**src/rtl/dmem_bus_arbiter_pkg.sv**
```systemverilog
// Shared definitions for the data-memory bus arbiter: master IDs, idle owner code,
// arbiter state encoding and a modulo-3 increment helper.
package dmem_bus_arbiter_pkg;

  localparam logic [1:0] MST_CPU    = 2'd0;
  localparam logic [1:0] MST_STACK  = 2'd1;
  localparam logic [1:0] MST_DBG    = 2'd2;
  localparam logic [1:0] OWNER_NONE = 2'b11;

  typedef enum logic {
    ARB_IDLE,
    ARB_ACCESS
  } arb_state_e;

  // Next master index, wrapping 2 -> 0; the unused code 3 also maps to 0.
  function automatic logic [1:0] mod3_inc(input logic [1:0] v);
    return (v >= MST_DBG) ? MST_CPU : v + 2'd1;
  endfunction

endpackage

```
**src/rtl/dmem_bus_arbiter_rr_pick3.sv**
```systemverilog
// Round-robin picker for three requesters: first requester at or after the pointer.
module dmem_bus_arbiter_rr_pick3
  import dmem_bus_arbiter_pkg::*;
(
  input  logic [2:0] i_req,
  input  logic [1:0] i_ptr,
  output logic       o_found,
  output logic [1:0] o_winner
);

  logic [1:0] w_c0;
  logic [1:0] w_c1;
  logic [1:0] w_c2;

  assign w_c0 = (i_ptr == OWNER_NONE) ? MST_CPU : i_ptr;
  assign w_c1 = mod3_inc(w_c0);
  assign w_c2 = mod3_inc(w_c1);

  // Scan the three candidates in rotated order; the earliest requester wins.
  always_comb begin
    o_found  = 1'b1;
    o_winner = w_c0;
    if (i_req[w_c0]) begin
      o_winner = w_c0;
    end else if (i_req[w_c1]) begin
      o_winner = w_c1;
    end else if (i_req[w_c2]) begin
      o_winner = w_c2;
    end else begin
      o_found  = 1'b0;
      o_winner = MST_CPU;
    end
  end

endmodule

```
**src/rtl/dmem_bus_arbiter.sv**
```systemverilog
// Data-memory bus arbiter for CPU, stack unit and debug/DMA masters. Round-robin with
// a bounded lock for back-to-back beats and programmable wait states per access.
module dmem_bus_arbiter
  import dmem_bus_arbiter_pkg::*;
#(
  parameter int unsigned WAIT_STATES = 0,
  parameter int unsigned LOCK_MAX    = 2
) (
  input  logic       clk,
  input  logic       rst,
  input  logic [2:0] req,
  input  logic [2:0] wr,
  input  logic [2:0] lock,
  input  logic [7:0] addr0,
  input  logic [7:0] addr1,
  input  logic [7:0] addr2,
  input  logic [7:0] wdata0,
  input  logic [7:0] wdata1,
  input  logic [7:0] wdata2,
  output logic [2:0] grant,
  output logic [7:0] rdata,
  output logic [7:0] mem_addr,
  output logic [7:0] mem_wdata,
  output logic       mem_wr,
  output logic       mem_rd,
  input  logic [7:0] mem_rdata,
  output logic       busy,
  output logic [1:0] owner
);

  localparam logic [3:0] WaitLoad = 4'(WAIT_STATES);
  localparam logic [3:0] LockMax  = 4'(LOCK_MAX);

  arb_state_e r_state;
  arb_state_e w_state_nxt;
  logic [1:0] r_owner;
  logic [1:0] w_owner_nxt;
  logic [1:0] r_ptr;
  logic [1:0] w_ptr_nxt;
  logic [3:0] r_wait;
  logic [3:0] w_wait_nxt;
  logic [3:0] r_lock_cnt;
  logic [3:0] w_lock_cnt_nxt;

  logic       w_own_req;
  logic       w_own_wr;
  logic       w_own_lock;
  logic [7:0] w_own_addr;
  logic [7:0] w_own_wdata;

  logic       w_in_access;
  logic       w_abort;
  logic       w_done;
  logic       w_cont;
  logic [1:0] w_pick_ptr;
  logic       w_found;
  logic [1:0] w_winner;

  // Select the current owner's request, direction, lock, address and data.
  always_comb begin
    w_own_req   = 1'b0;
    w_own_wr    = 1'b0;
    w_own_lock  = 1'b0;
    w_own_addr  = 8'h00;
    w_own_wdata = 8'h00;
    case (r_owner)
      MST_CPU: begin
        w_own_req = req[0]; w_own_wr = wr[0]; w_own_lock = lock[0];
        w_own_addr = addr0; w_own_wdata = wdata0;
      end
      MST_STACK: begin
        w_own_req = req[1]; w_own_wr = wr[1]; w_own_lock = lock[1];
        w_own_addr = addr1; w_own_wdata = wdata1;
      end
      MST_DBG: begin
        w_own_req = req[2]; w_own_wr = wr[2]; w_own_lock = lock[2];
        w_own_addr = addr2; w_own_wdata = wdata2;
      end
      default: ;
    endcase
  end

  // A dropped request abandons the beat, even in what would be the completion cycle.
  assign w_in_access = (r_state == ARB_ACCESS);
  assign w_abort     = w_in_access & ~w_own_req;
  assign w_done      = w_in_access & w_own_req & (r_wait == 4'd0);
  assign w_cont      = w_done & w_own_lock & (r_lock_cnt < LockMax);
  // Completed beats that release the bus arbitrate from the advanced pointer.
  assign w_pick_ptr  = (w_done & ~w_cont) ? mod3_inc(r_owner) : r_ptr;

  dmem_bus_arbiter_rr_pick3 u_pick (
    .i_req    (req),
    .i_ptr    (w_pick_ptr),
    .o_found  (w_found),
    .o_winner (w_winner)
  );

  // Output decode; reset suppresses any completion strobe in the reset cycle.
  assign grant     = (w_done && !rst) ? (3'b001 << r_owner) : 3'b000;
  assign mem_wr    = w_done & ~rst & w_own_wr;
  assign mem_rd    = w_in_access & ~w_own_wr;
  assign busy      = w_in_access;
  assign mem_addr  = w_in_access ? w_own_addr : 8'h00;
  assign mem_wdata = w_in_access ? w_own_wdata : 8'h00;
  assign owner     = r_owner;
  assign rdata     = mem_rdata;

  // Next-state logic: arbitration, wait countdown, lock continuation and abort.
  always_comb begin
    w_state_nxt    = r_state;
    w_owner_nxt    = r_owner;
    w_ptr_nxt      = r_ptr;
    w_wait_nxt     = r_wait;
    w_lock_cnt_nxt = r_lock_cnt;
    unique case (r_state)
      ARB_IDLE: begin
        if (w_found) begin
          w_state_nxt    = ARB_ACCESS;
          w_owner_nxt    = w_winner;
          w_wait_nxt     = WaitLoad;
          w_lock_cnt_nxt = 4'd1;
        end
      end
      ARB_ACCESS: begin
        if (w_abort || (w_done && !w_cont)) begin
          if (w_done) begin
            w_ptr_nxt = mod3_inc(r_owner);
          end
          if (w_found) begin
            w_owner_nxt    = w_winner;
            w_wait_nxt     = WaitLoad;
            w_lock_cnt_nxt = 4'd1;
          end else begin
            w_state_nxt    = ARB_IDLE;
            w_owner_nxt    = OWNER_NONE;
            w_wait_nxt     = 4'd0;
            w_lock_cnt_nxt = 4'd0;
          end
        end else if (w_cont) begin
          w_wait_nxt     = WaitLoad;
          w_lock_cnt_nxt = r_lock_cnt + 4'd1;
        end else begin
          w_wait_nxt = r_wait - 4'd1;
        end
      end
      default: ;
    endcase
  end

  // State registers with synchronous reset.
  always_ff @(posedge clk) begin
    if (rst) begin
      r_state    <= ARB_IDLE;
      r_owner    <= OWNER_NONE;
      r_ptr      <= MST_CPU;
      r_wait     <= 4'd0;
      r_lock_cnt <= 4'd0;
    end else begin
      r_state    <= w_state_nxt;
      r_owner    <= w_owner_nxt;
      r_ptr      <= w_ptr_nxt;
      r_wait     <= w_wait_nxt;
      r_lock_cnt <= w_lock_cnt_nxt;
    end
  end

endmodule

```
**config.mk**
```make
export PLATFORM = sky130hd
export DESIGN_NAME = dmem_bus_arbiter
export DESIGN_NICKNAME = d
export VERILOG_FILES = /design/src/rtl/dmem_bus_arbiter_pkg.sv /design/src/rtl/dmem_bus_arbiter_rr_pick3.sv /design/src/rtl/dmem_bus_arbiter.sv
export SDC_FILE = /design/constraint.sdc
export NUM_CORES = 1
export LEC_CHECK = 0
export CORE_ASPECT_RATIO = 0.8
export CORE_MARGIN = 8
export CORE_UTILIZATION = 60
export DETAILED_ROUTE_END_ITERATION = 10
export DONT_BUFFER_PORTS = 1
export PLACE_DENSITY = 0.82
export SYNTH_ARGS = -nofsm -noshare
export SYNTH_HDL_FRONTEND = slang
export SYNTH_HIERARCHICAL = 1
export SYNTH_SLANG_ARGS = --single-unit
export TNS_END_PERCENT = 10
```
**constraint.sdc**
```tcl
create_clock -name clk -period 7.85 [get_ports clk]
set_input_delay 0.785 -clock clk [delete_from_list [all_inputs] [get_ports clk]]
set_output_delay 0.785 -clock clk [all_outputs]
set_load 0.02 [all_outputs]
```
Word level (Yosys, flattened, before mapping)
Cells that the tools add are included.
- register bits after elaboration: 13
- latch bits: 0
- memory bits (writable): 0
- bits in read-only memories: 0
- output and inout bits: 32
- logic and storage cells: 89
- memories kept: 0
- add/subtract/negate cells: 5
- $mul: 0
- div/mod/pow operators: 0
- $lt $le $gt $ge: 7
- equal/unequal tests: 6
- shift-type cells: 1
- muxes and demuxes: 41
- bitwise gates (word level): 14
- reductions and logical operators: 10
- operator list (cell ; number):
    $pmux 8 s3 ; 2
    $mux 4 ; 6
    $mux 2 ; 11
    $mux 8 ; 2
    $pmux 4 s2 ; 2
    $and 1x1->1 ; 9
    $lt 2x3->1 const B ; 3
    $mux 1 ; 9
    $pmux 1 s3 ; 3
    $add 2x1->2 const B ; 3
    $bmux 1 s2 ; 3
    $ge 2x2->1 const B ; 3
    $not 1->1 ; 5
    $add 4x1->4 const B ; 1
    $eq 2x2->1 const B ; 2
    $logic_not 4->1 ; 1
    $lt 4x2->1 const B ; 1
    $ne 2x1->1 const B ; 2
    $pmux 2 s2 ; 1
    $reduce_and 2->1 ; 2
    $sub 4x1->4 const B ; 1
    $mux 3 ; 1
    $ne 3x1->1 const B ; 1
    $reduce_and 3->1 ; 1
    7 further kinds ; 9

Logic depth before layout (Yosys ltp)
Gate-level depths: netlist of run 1.
- depth in word-level cells: 23
- depth in mapped cells: 18
- depth with buffers taken out: 15

Hierarchy
The synthesis of run 1 kept the hierarchy.
- modules (own cells, without submodules) (module ; instances ; cells an instance ; area an instance (um2)):
    dmem_bus_arbiter ; 1 ; 163 ; 1164.9
    dmem_bus_arbiter_rr_pick3 ; 1 ; 32 ; 234.0

Worst setup path after synthesis of run 1
Ideal clock, no wire load.
- path type: input port to flip-flop
- start point: in lock[1]
- end point: reg r_lock_cnt[1]
- library setup time: 0.069 ns
- data arrival time: 3.813 ns
- path slack: 3.968 ns
- stages on the path: 15
- path buffers: 2
- cells stage by stage: mux2_1 -> nand3b_1 -> and4bb_4 -> mux2_4 -> inv_1 -> ha_1 -> buf_2 -> a22o_1 -> a22o_1 -> or3_1 -> nor2_1 -> a31oi_1 -> or2_1 -> clkbuf_1 -> o21ai_1
- cells in the longest elaborated chain, start to end: 19
- elaborated cells between the ends (all ways): 31
- classes of those cells: 2 x add/sub; 2 x order compare; 3 x eq/ne; 16 x mux; 4 x bitwise; 4 x reduce/logical
- RTL lines (what ; RTL line ; text):
    from (decl) ; dmem_bus_arbiter.sv:13 ; input logic [2:0] lock,
    $pmux 1 s3 (*) ; dmem_bus_arbiter.sv:66 ; case (r_owner)
    $and 1x1->1 (*) (2 in series) ; dmem_bus_arbiter.sv:87 ; assign w_cont = w_done & w_own_lock & (r_lock_cnt < LockMax);
    $not 1->1 (*) ; dmem_bus_arbiter.sv:89 ; assign w_pick_ptr = (w_done & ~w_cont) ? mod3_inc(r_owner) : r_ptr;
    $and 1x1->1 (*) ; dmem_bus_arbiter.sv:89 ;
    $mux 2 (*) ; dmem_bus_arbiter.sv:89 ;
    named net w_pick_ptr[0] ; dmem_bus_arbiter.sv:55 ; logic [1:0] w_pick_ptr;
    $eq 2x2->1 ; dmem_bus_arbiter_rr_pick3.sv:15 ; assign w_c0 = (i_ptr == OWNER_NONE) ? MST_CPU : i_ptr;
    $mux 2 (*) ; dmem_bus_arbiter_rr_pick3.sv:15 ;
    [4 not listed] ; - ;
    $bmux 1 s2 ; dmem_bus_arbiter_rr_pick3.sv:27 ; end else if (i_req[w_c2]) begin
    $mux 1 (implied by the code) ; dmem_bus_arbiter_rr_pick3.sv:27 ;
    $mux 1 ; dmem_bus_arbiter_rr_pick3.sv:27 ;
    $mux 1 ; dmem_bus_arbiter_rr_pick3.sv:25 ; end else if (i_req[w_c1]) begin
    $mux 1 (*) ; dmem_bus_arbiter_rr_pick3.sv:23 ; if (i_req[w_c0]) begin
    named net w_found ; dmem_bus_arbiter.sv:56 ; logic w_found;
    $ne 2x1->1 (no line) (*) ; - ;
    $reduce_and 2->1 (no line) (*) ; - ;
    to (signal assigned) ; dmem_bus_arbiter.sv:163 ; r_lock_cnt <= w_lock_cnt_nxt;
    to (decl) ; dmem_bus_arbiter.sv:42 ; logic [3:0] r_lock_cnt;
Mark *: on every way through the listed nets, which the timed path passes. The rest lies on a longest branch. The select of a mux whose other input is x is not followed.
A chain may end at the register's enable or synchronous reset.

Final worst setup path of run 1
- start point: reg r_owner[1], in the netlist owner[1]
- end point: reg r_lock_cnt[1]
- cells in the longest elaborated chain, start to end: 22
- elaborated cells between the ends (all ways): 42
- classes of those cells: 3 x add/sub; 3 x order compare; 5 x eq/ne; 18 x mux; 8 x bitwise; 5 x reduce/logical
- RTL lines (what ; RTL line ; text):
    from (decl) ; dmem_bus_arbiter.sv:36 ; logic [1:0] r_owner;
    from (signal assigned) ; dmem_bus_arbiter.sv:160 ; r_owner <= w_owner_nxt;
    $eq 2x2->1, or another cell as far along ; dmem_bus_arbiter.sv:66 ;
    $pmux 1 s3 ; dmem_bus_arbiter.sv:66 ;
    $and 1x1->1 (2 in series) ; dmem_bus_arbiter.sv:86 ; assign w_done = w_in_access & w_own_req & (r_wait == 4'd0);
    $and 1x1->1 (2 in series) ; dmem_bus_arbiter.sv:87 ;
    $not 1->1 ; dmem_bus_arbiter.sv:89 ;
    $and 1x1->1 ; dmem_bus_arbiter.sv:89 ;
    $mux 2 (*) ; dmem_bus_arbiter.sv:89 ;
    named net w_pick_ptr[1] ; dmem_bus_arbiter.sv:55 ;
    [6 not listed] ; - ;
    $bmux 1 s2 ; dmem_bus_arbiter_rr_pick3.sv:27 ;
    $mux 1 (implied by the code) ; dmem_bus_arbiter_rr_pick3.sv:27 ;
    $mux 1 ; dmem_bus_arbiter_rr_pick3.sv:27 ;
    $mux 1 ; dmem_bus_arbiter_rr_pick3.sv:25 ;
    $mux 1 (*) ; dmem_bus_arbiter_rr_pick3.sv:23 ;
    named net w_found ; dmem_bus_arbiter.sv:56 ;
    $ne 2x1->1 (no line) (*) ; - ;
    $reduce_and 2->1 (no line) (*) ; - ;
Marks and branches as above.

==> results of run 1 <==
[stage by stage]
stage,worst slack (ns),instances,hold WS (ns),utilization [%]
after floorplan,3.968,195,0.4084,-
after global placement,3.407,203,0.4313,60.98
after detailed placement,3.219,203,0.4383,60.98
after CTS,3.174,207,0.4491,62.18
after global routing,2.763,207,0.4732,62.18
final,3.130,207,0.4463,62.18
[cells by family (layout without fill, tap and decap cells)]
logic type               count (synthesis)  count (layout)  share of synthesized area (%)
adder cells (fa/ha/maj)                  6               6                          5.367
XOR/XNOR                                 3               3                          1.879
AO/OA/AOI/OAI                           40              40                          18.25
AND/OR/NAND/NOR                         79              79                          26.57
flip-flops                              13              13                          18.60
multiplexers                            24              24                          17.98
buffers and inverters                   30              17                          11.36
[worst min-delay path, cell delays in order (launching register included)]
cell and delay [ns]:
dfxtp_1 0.32, inv_1 0.05, nor2_1 0.04
[area by class of cell]
cell class              instances  area [µm²]
clock buffers                   4       26.28
flip-flops and latches         13       260.3
well taps                      25       31.28
repair buffers                  2       15.01
multi-input cells             152       979.7
inverters                      11       41.29
fillers                       190       823.3
[worst max path at each step]
stage | start | to | slack [ns] | depth (start not counted)
2_1_floorplan | lock[1] | r_lock_cnt[1] | 3.97 | 15
3_3_place_gp | owner[1] | r_lock_cnt[1] | 3.41 | 15
3_5_place_dp | owner[1] | r_lock_cnt[1] | 3.22 | 15
4_1_cts | owner[1] | r_lock_cnt[1] | 3.17 | 15
5_1_grt | owner[1] | r_lock_cnt[1] | 2.76 | 15
6_report | owner[1] | r_lock_cnt[1] | 3.13 | 15
[routing by layer]
metal	wire [µm]	vias to the layer above
li1	-	640
met1	1391	605
met2	1841	70
met3	453	8
met4	34	0
met5	0	-
[flip-flops by register name, summed over array words and instances, names as in the netlist]
name,cells
r_lock_cnt,4
r_wait,4
owner,2
r_ptr,2
busy,1
[placed cells by master, fill, tap and decap left out, types with 2 or more instances in the layout]
cell and n:
a21oi_1 19, mux2i_1 21, o21a_1 2, nand2_1 5, nand3b_1 4, o21ai_1 2, and2_1 4, mux2_4 2
a22o_1 2, xnor2_1 2, inv_1 9, nor2b_1 3, nor2_1 50, buf_4 2, o21ai_0 2, nand3_1 3
o22ai_1 2, ha_1 6, and3_1 2, a31oi_1 2, a211oi_1 3, o32a_1 2, nor3_1 2, dfxtp_1 13
clkbuf_4 3
[power groups by stage]
| stage | Sequential, mW | Combinational, mW | Clock [mW] |
|---|---|---|---|
| floorplan | 0.0809 | 0.120 | 0 |
| global placement | 0.0776 | 0.131 | 0 |
| detailed placement | 0.0776 | 0.135 | 0 |
| CTS | 0.0760 | 0.135 | 0.0418 |
| global route | 0.0770 | 0.148 | 0.0457 |
| finish | 0.0760 | 0.135 | 0.0406 |
==> flow_summary.json, run 1 <==
{
  "ys_ff_latch": 13,
  "clock_path_buffers": 2,
  "synth_edf_count": 0,
  "finalCritPeriodShare_pct": 60.12,
  "ys_top_cells_by_area": "dfxtp_1 (19%), mux2i_1 (15%), nor2_1 (13%)",
  "worstHoldPathType": "flop to flop",
  "use_met2_pct": 27.70,
  "ioPinCount": 99,
  "reg2regPathDepth": 15,
  "cts_root_buffer": "clkbuf_4",
  "clock-sinks": 13,
  "p_switching_mw": 0.1111,
  "clk_pin_slew_worst_paths_ns": 0.08,
  "worstPathArrival_ns": 4.93,
  "cts-buffers-inserted": 3,
  "vdd_drop_max_v": 0.0001523,
  "comb_power_share_pct": 53.7,
  "dr_total_vias": 1323,
  "period_needed_ns": 4.720,
  "sw_frac_of_total_pct": 44.09,
  "syn_area_mm2": 0.001399,
  "grt_max_degree": 28,
  "synth.largest_area_cell": "dfxtp_1",
  "grt_pass1_wl_um": 5637,
  "drc": 0,
  "clock_skew_ns": 0.007567,
  "vias_per_cell": 6.391,
  "power_frac_clock_pct": 16.1,
  "drt-wirelength-per-cell_um": 17.97,
  "yosysUniqueCellTypes": 42,
  "r2r_start": "owner[1]",
  "syn_nets": 268,
  "grt-busiest-layer": "met2",
  "max_stage_delay_ns": 1.00,
  "cp-end-kind": "flop",
  "crit_type": "flop to flop",
  "synth_top_area_share_pct": 18.60,
  "dp_hpwl_um": 3025,
  "power_mw": 0.2519,
  "antenna_cells": 0,
  "gr-total-overflow": 0,
  "postRouteAntennaNets": 0,
  "internal-power_mw": 0.1408,
  "ys_seq_area_share_pct": 18.60,
  "num_rows": 15,
  "gr-usage-met3_pct": 8.710,
  "h-tree-depth": 1,
  "antenna_found_initial": 0,
  "yosys.cell_count.top_type": "nor2_1",
  "die_y_um": 59.19,
  "finalHoldViolations": 0,
  "firstDrtPassIters": 4,
  "avgSynthCellArea_um2": 7.174,
  "placed_area_mm2": 0.001328,
  "crit_required_ns": 8.06,
  "tightest_slew_ns": 1.225,
  "post_cts_buffers": 0,
  "crit_family": "simple AND/OR/NAND/NOR gates",
  "tritoncts": "done",
  "grt_use_total_pct": 16.12,
  "power_frac_seq_pct": 30.2,
  "drive_gt1_share_pct": 6.593,
  "r2r_setup_slack_ns": 3.13,
  "synthTopCellsByCount": "nor2_1 (50), mux2i_1 (21), a21oi_1 (19)",
  "drv_cap": 0,
  "start_util_pct": 64.25,
  "fp.dieW_um": 69.99,
  "grt_pass1_vias": 1181,
  "critPathBufInv": 3,
  "async_reset_ff_share_pct": 0,
  "startpoint_type": "flop",
  "grtUsageMet1_pct": 16.65,
  "cts_resized": 0,
  "yosys_most_used_dff": "dfxtp_1",
  "netlist_instances": 195,
  "place_congestion": 0.8960,
  "min_to": "r_lock_cnt[3]",
  "rsz0062_at_grt": "false",
  "timing.fmax_ghz": 0.2119,
  "path_max_fanout": 27,
  "drt_iter0_drc": 95,
  "hold_start": "r_lock_cnt[3]",
  "die-area_mm2": 0.004142,
  "holdPathStages": 2,
  "setup_viol": 0,
  "yosysWarnings": 6,
  "drv_slew": 0,
  "static-leakage-power_nw": 0.5907,
  "coreArea_mm2": 0.002177,
  "cp_cell_sequence": "buf_4 -> nor2b_1 -> nand3_2 -> and4bb_4 -> mux2_4 -> inv_1 -> ha_1 -> inv_2 -> a22o_1 -> a22o_1 -> or3_1 -> nor2_1 -> a31oi_1 -> or2_1 -> o21ai_1",
  "slowest_stage": "nor2b_1",
  "cp_common_cell": "a22o_1",
  "fin_area_mm2": 0.001354,
  "wl_um": 3720,
  "clk_latency_ns": 0.28,
  "nets": 256,
  "fin_setup_tns_ns": 0,
  "worstReg2RegEnd": "r_lock_cnt[1]",
  "status": "finished, final reports clean",
  "syn_to_final_growth_pct": -3.220,
  "port-buffer-count": 0,
  "powerDensity_mw_per_mm2": 186.0,
  "cts-hold-fix-buffers": 0,
  "slew_headroom_pct": 18.15
}
Note: power is estimated with default switching activity, not from simulation.
==> inputs of run 2 (changes only) <==
==> constraint.sdc (replaced) <==
create_clock -name clk -period 4.4 [get_ports clk]
set_input_delay 0.44 -clock clk [delete_from_list [all_inputs] [get_ports clk]]
set_output_delay 0.44 -clock clk [all_outputs]
set_load 0.02 [all_outputs]
==> run 2 against run 1 <==
  * Final area rose by 2.3%
  * Die area unchanged
  * Routed wire length rose by 6.3%
  * Clock skew fell by 0.0060 ns
  * Sequential share of layout area fell by 0.43 points
  * Via count up 0.53%
  * Non-clock buffer count increased by 4
  * Clock power grew 94%
==> flow_summary.json, run 2 (synthesized netlist as in run 1, its figures left out) <==
{
  "drt_iter0_drc": 55,
  "worstHoldPathType": "primary input to flop",
  "cts_root_buffer": "clkbuf_4",
  "drv_cap": 0,
  "clock-sinks": 13,
  "setup_viol": 0,
  "power_frac_clock_pct": 16.9,
  "drt-wirelength-per-cell_um": 18.75,
  "holdPathStages": 1,
  "post_cts_buffers": 0,
  "finalHoldViolations": 0,
  "internal-power_mw": 0.2574,
  "drc": 0,
  "met3WireLength_um": 468,
  "reg.largest.list": "r_lock_cnt (4), r_wait (4)",
  "fin_setup_tns_ns": 0,
  "drive_gt1_share_pct": 9.140,
  "startpoint_type": "flop",
  "ioPinCount": 99,
  "routed.top_layer": "met4",
  "power_frac_seq_pct": 29.3,
  "static-leakage-power_nw": 0.6127,
  "port-buffer-count": 0,
  "wl_um": 3956,
  "r2r_start": "owner[1]",
  "grt_use_total_pct": 17.41,
  "final_cell_mix": "nor2_1 (50), mux2i_1 (21), a21oi_1 (19)",
  "dr_total_vias": 1330,
  "cp-end-kind": "flop",
  "comb_power_share_pct": 53.8,
  "h-tree-depth": 1,
  "hold_ws_ns": 0.2142,
  "antenna_cells": 0,
  "clock_path_buffers": 2,
  "cts-buffers-inserted": 3,
  "sw_frac_of_total_pct": 44.89,
  "slew_headroom_pct": 55.76,
  "worstPathArrival_ns": 4.14,
  "r2r_setup_slack_ns": 0.49,
  "grt_pass1_wl_um": 6161,
  "dr_wl_met2_um": 2030,
  "timing.fmax_ghz": 0.2558,
  "powerDensity_mw_per_mm2": 337.2,
  "finalCritPeriodShare_pct": 88.83,
  "tritoncts": "done",
  "drv_slew": 0,
  "gr-total-overflow": 0,
  "path_max_fanout": 14,
  "wl_met1_um": 1437,
  "die-area_mm2": 0.004142,
  "crit_type": "flop to flop",
  "vdd_drop_max_v": 0.0002552,
  "fp.dieW_um": 69.99,
  "crit_required_ns": 4.63,
  "final_common_cell": "nor2_1",
  "vias_per_cell": 6.303,
  "p_switching_mw": 0.2096,
  "num_rows": 15,
  "clk_latency_ns": 0.29,
  "rsz0062_at_grt": "false",
  "min_to": "r_lock_cnt[0]",
  "tightest_slew_ns": 0.6586,
  "start_util_pct": 64.25,
  "cts_resized": 0,
  "hold_start": "rst",
  "clk_pin_slew_worst_paths_ns": 0.09,
  "postRouteAntennaNets": 0,
  "antenna_found_initial": 0,
  "die_y_um": 59.19,
  "dp_hpwl_um": 3221,
  "cts-hold-fix-buffers": 0,
  "reg2regPathDepth": 15,
  "nets": 260,
  "period_needed_ns": 3.909,
  "worstReg2RegEnd": "r_wait[3]",
  "status": "finished, final reports clean",
  "grt_pass1_vias": 1279,
  "coreArea_mm2": 0.002177,
  "place_congestion": 0.9030,
  "grt_max_degree": 20,
  "firstDrtPassIters": 4,
  "clock_skew_ns": 0.001587,
  "syn_to_final_growth_pct": -0.9838
}
==> run 2: cell types whose count changed in the layout (fill, tap and decap cells not counted), sizes merged <==
| cell | previous run | this run |
|---|---|---|
| clkbuf | 4 | 3 |
| clkinv | 1 | 2 |
| buf | 2 | 6 |
==> run 2: area by class of cell <==
class	instances	area [µm²]
clock buffer	3	22.52
multi-input combinational	152	979.7
sequential	13	260.3
inverter	11	41.29
timing repair buffer	6	45.04
clock inverter	1	5.005
fill	201	792.0
tap	25	31.28
==> run 2: worst max path at each step <==
stage | startpoint | end | slack (ns) | cells past startpoint
5_1_grt | owner[0] | r_lock_cnt[1] | 0.19 | 15
4_1_cts | owner[0] | r_wait[3] | 0.54 | 15
2_1_floorplan | owner[0] | r_lock_cnt[1] | 0.66 | 16
3_3_place_gp | owner[0] | r_lock_cnt[1] | 0.69 | 15
3_5_place_dp | owner[0] | r_wait[3] | 0.57 | 15
6_report | owner[1] | r_wait[3] | 0.49 | 15
==> run 2: power by group through the flow <==
stage	sequential, mW	clock [mW]	combinational [mW]
global placement	0.139	0	0.242
global route	0.139	0.0861	0.274
detailed placement	0.140	0	0.249
finish	0.137	0.0788	0.251
CTS	0.137	0.0790	0.250
floorplan	0.144	0	0.214
==> run 2: worst max-delay path, cell delays in order (launching register included) <==
cell	delay, ns
dfxtp_1	0.45
buf_4	0.23
nor2b_1	0.22
nand3_2	0.12
and4bb_4	0.24
mux2_4	0.32
inv_1	0.09
ha_1	0.34
inv_2	0.07
a22o_1	0.23
a22o_1	0.19
or3_1	0.46
nor2_1	0.34
a31oi_1	0.10
or2_1	0.30
nor2_1	0.13
==> run 2: routing by layer <==
| metal | track usage, % | up-vias |
|---|---|---|
| li1 | - | 646 |
| met1 | 18.34 | 604 |
| met4 | 2.000 | 0 |
| met5 | 0 | - |
| met3 | 8.543 | 6 |
| met2 | 31.73 | 74 |
==> run 2: through the flow <==
| step | utilization [%] | worst slack, ns | instance area, µm² | total power [mW] | cells |
|---|---|---|---|---|---|
| floorplan | - | 0.6554 | 1399 | 0.3587 | 195 |
| global placement | 62.36 | 0.6885 | 1358 | 0.3813 | 207 |
| detailed placement | 62.36 | 0.5668 | 1358 | 0.3888 | 207 |
| CTS | 63.62 | 0.5362 | 1385 | 0.4665 | 211 |
| global route | 63.62 | 0.1899 | 1385 | 0.4988 | 211 |
| finish | 63.62 | 0.4914 | 1385 | 0.4670 | 211 |
==> inputs of run 3 (changes only) <==
--- a/config.mk
+++ b/config.mk
@@ -11,6 +11,7 @@
 export DETAILED_ROUTE_END_ITERATION = 10
 export DONT_BUFFER_PORTS = 1
 export PLACE_DENSITY = 0.82
+export SLEW_MARGIN = 10
 export SYNTH_ARGS = -nofsm -noshare
 export SYNTH_HDL_FRONTEND = slang
 export SYNTH_HIERARCHICAL = 1
==> results of run 3 <==
The final DEF is identical to that of run 2; final timing and power are the same.
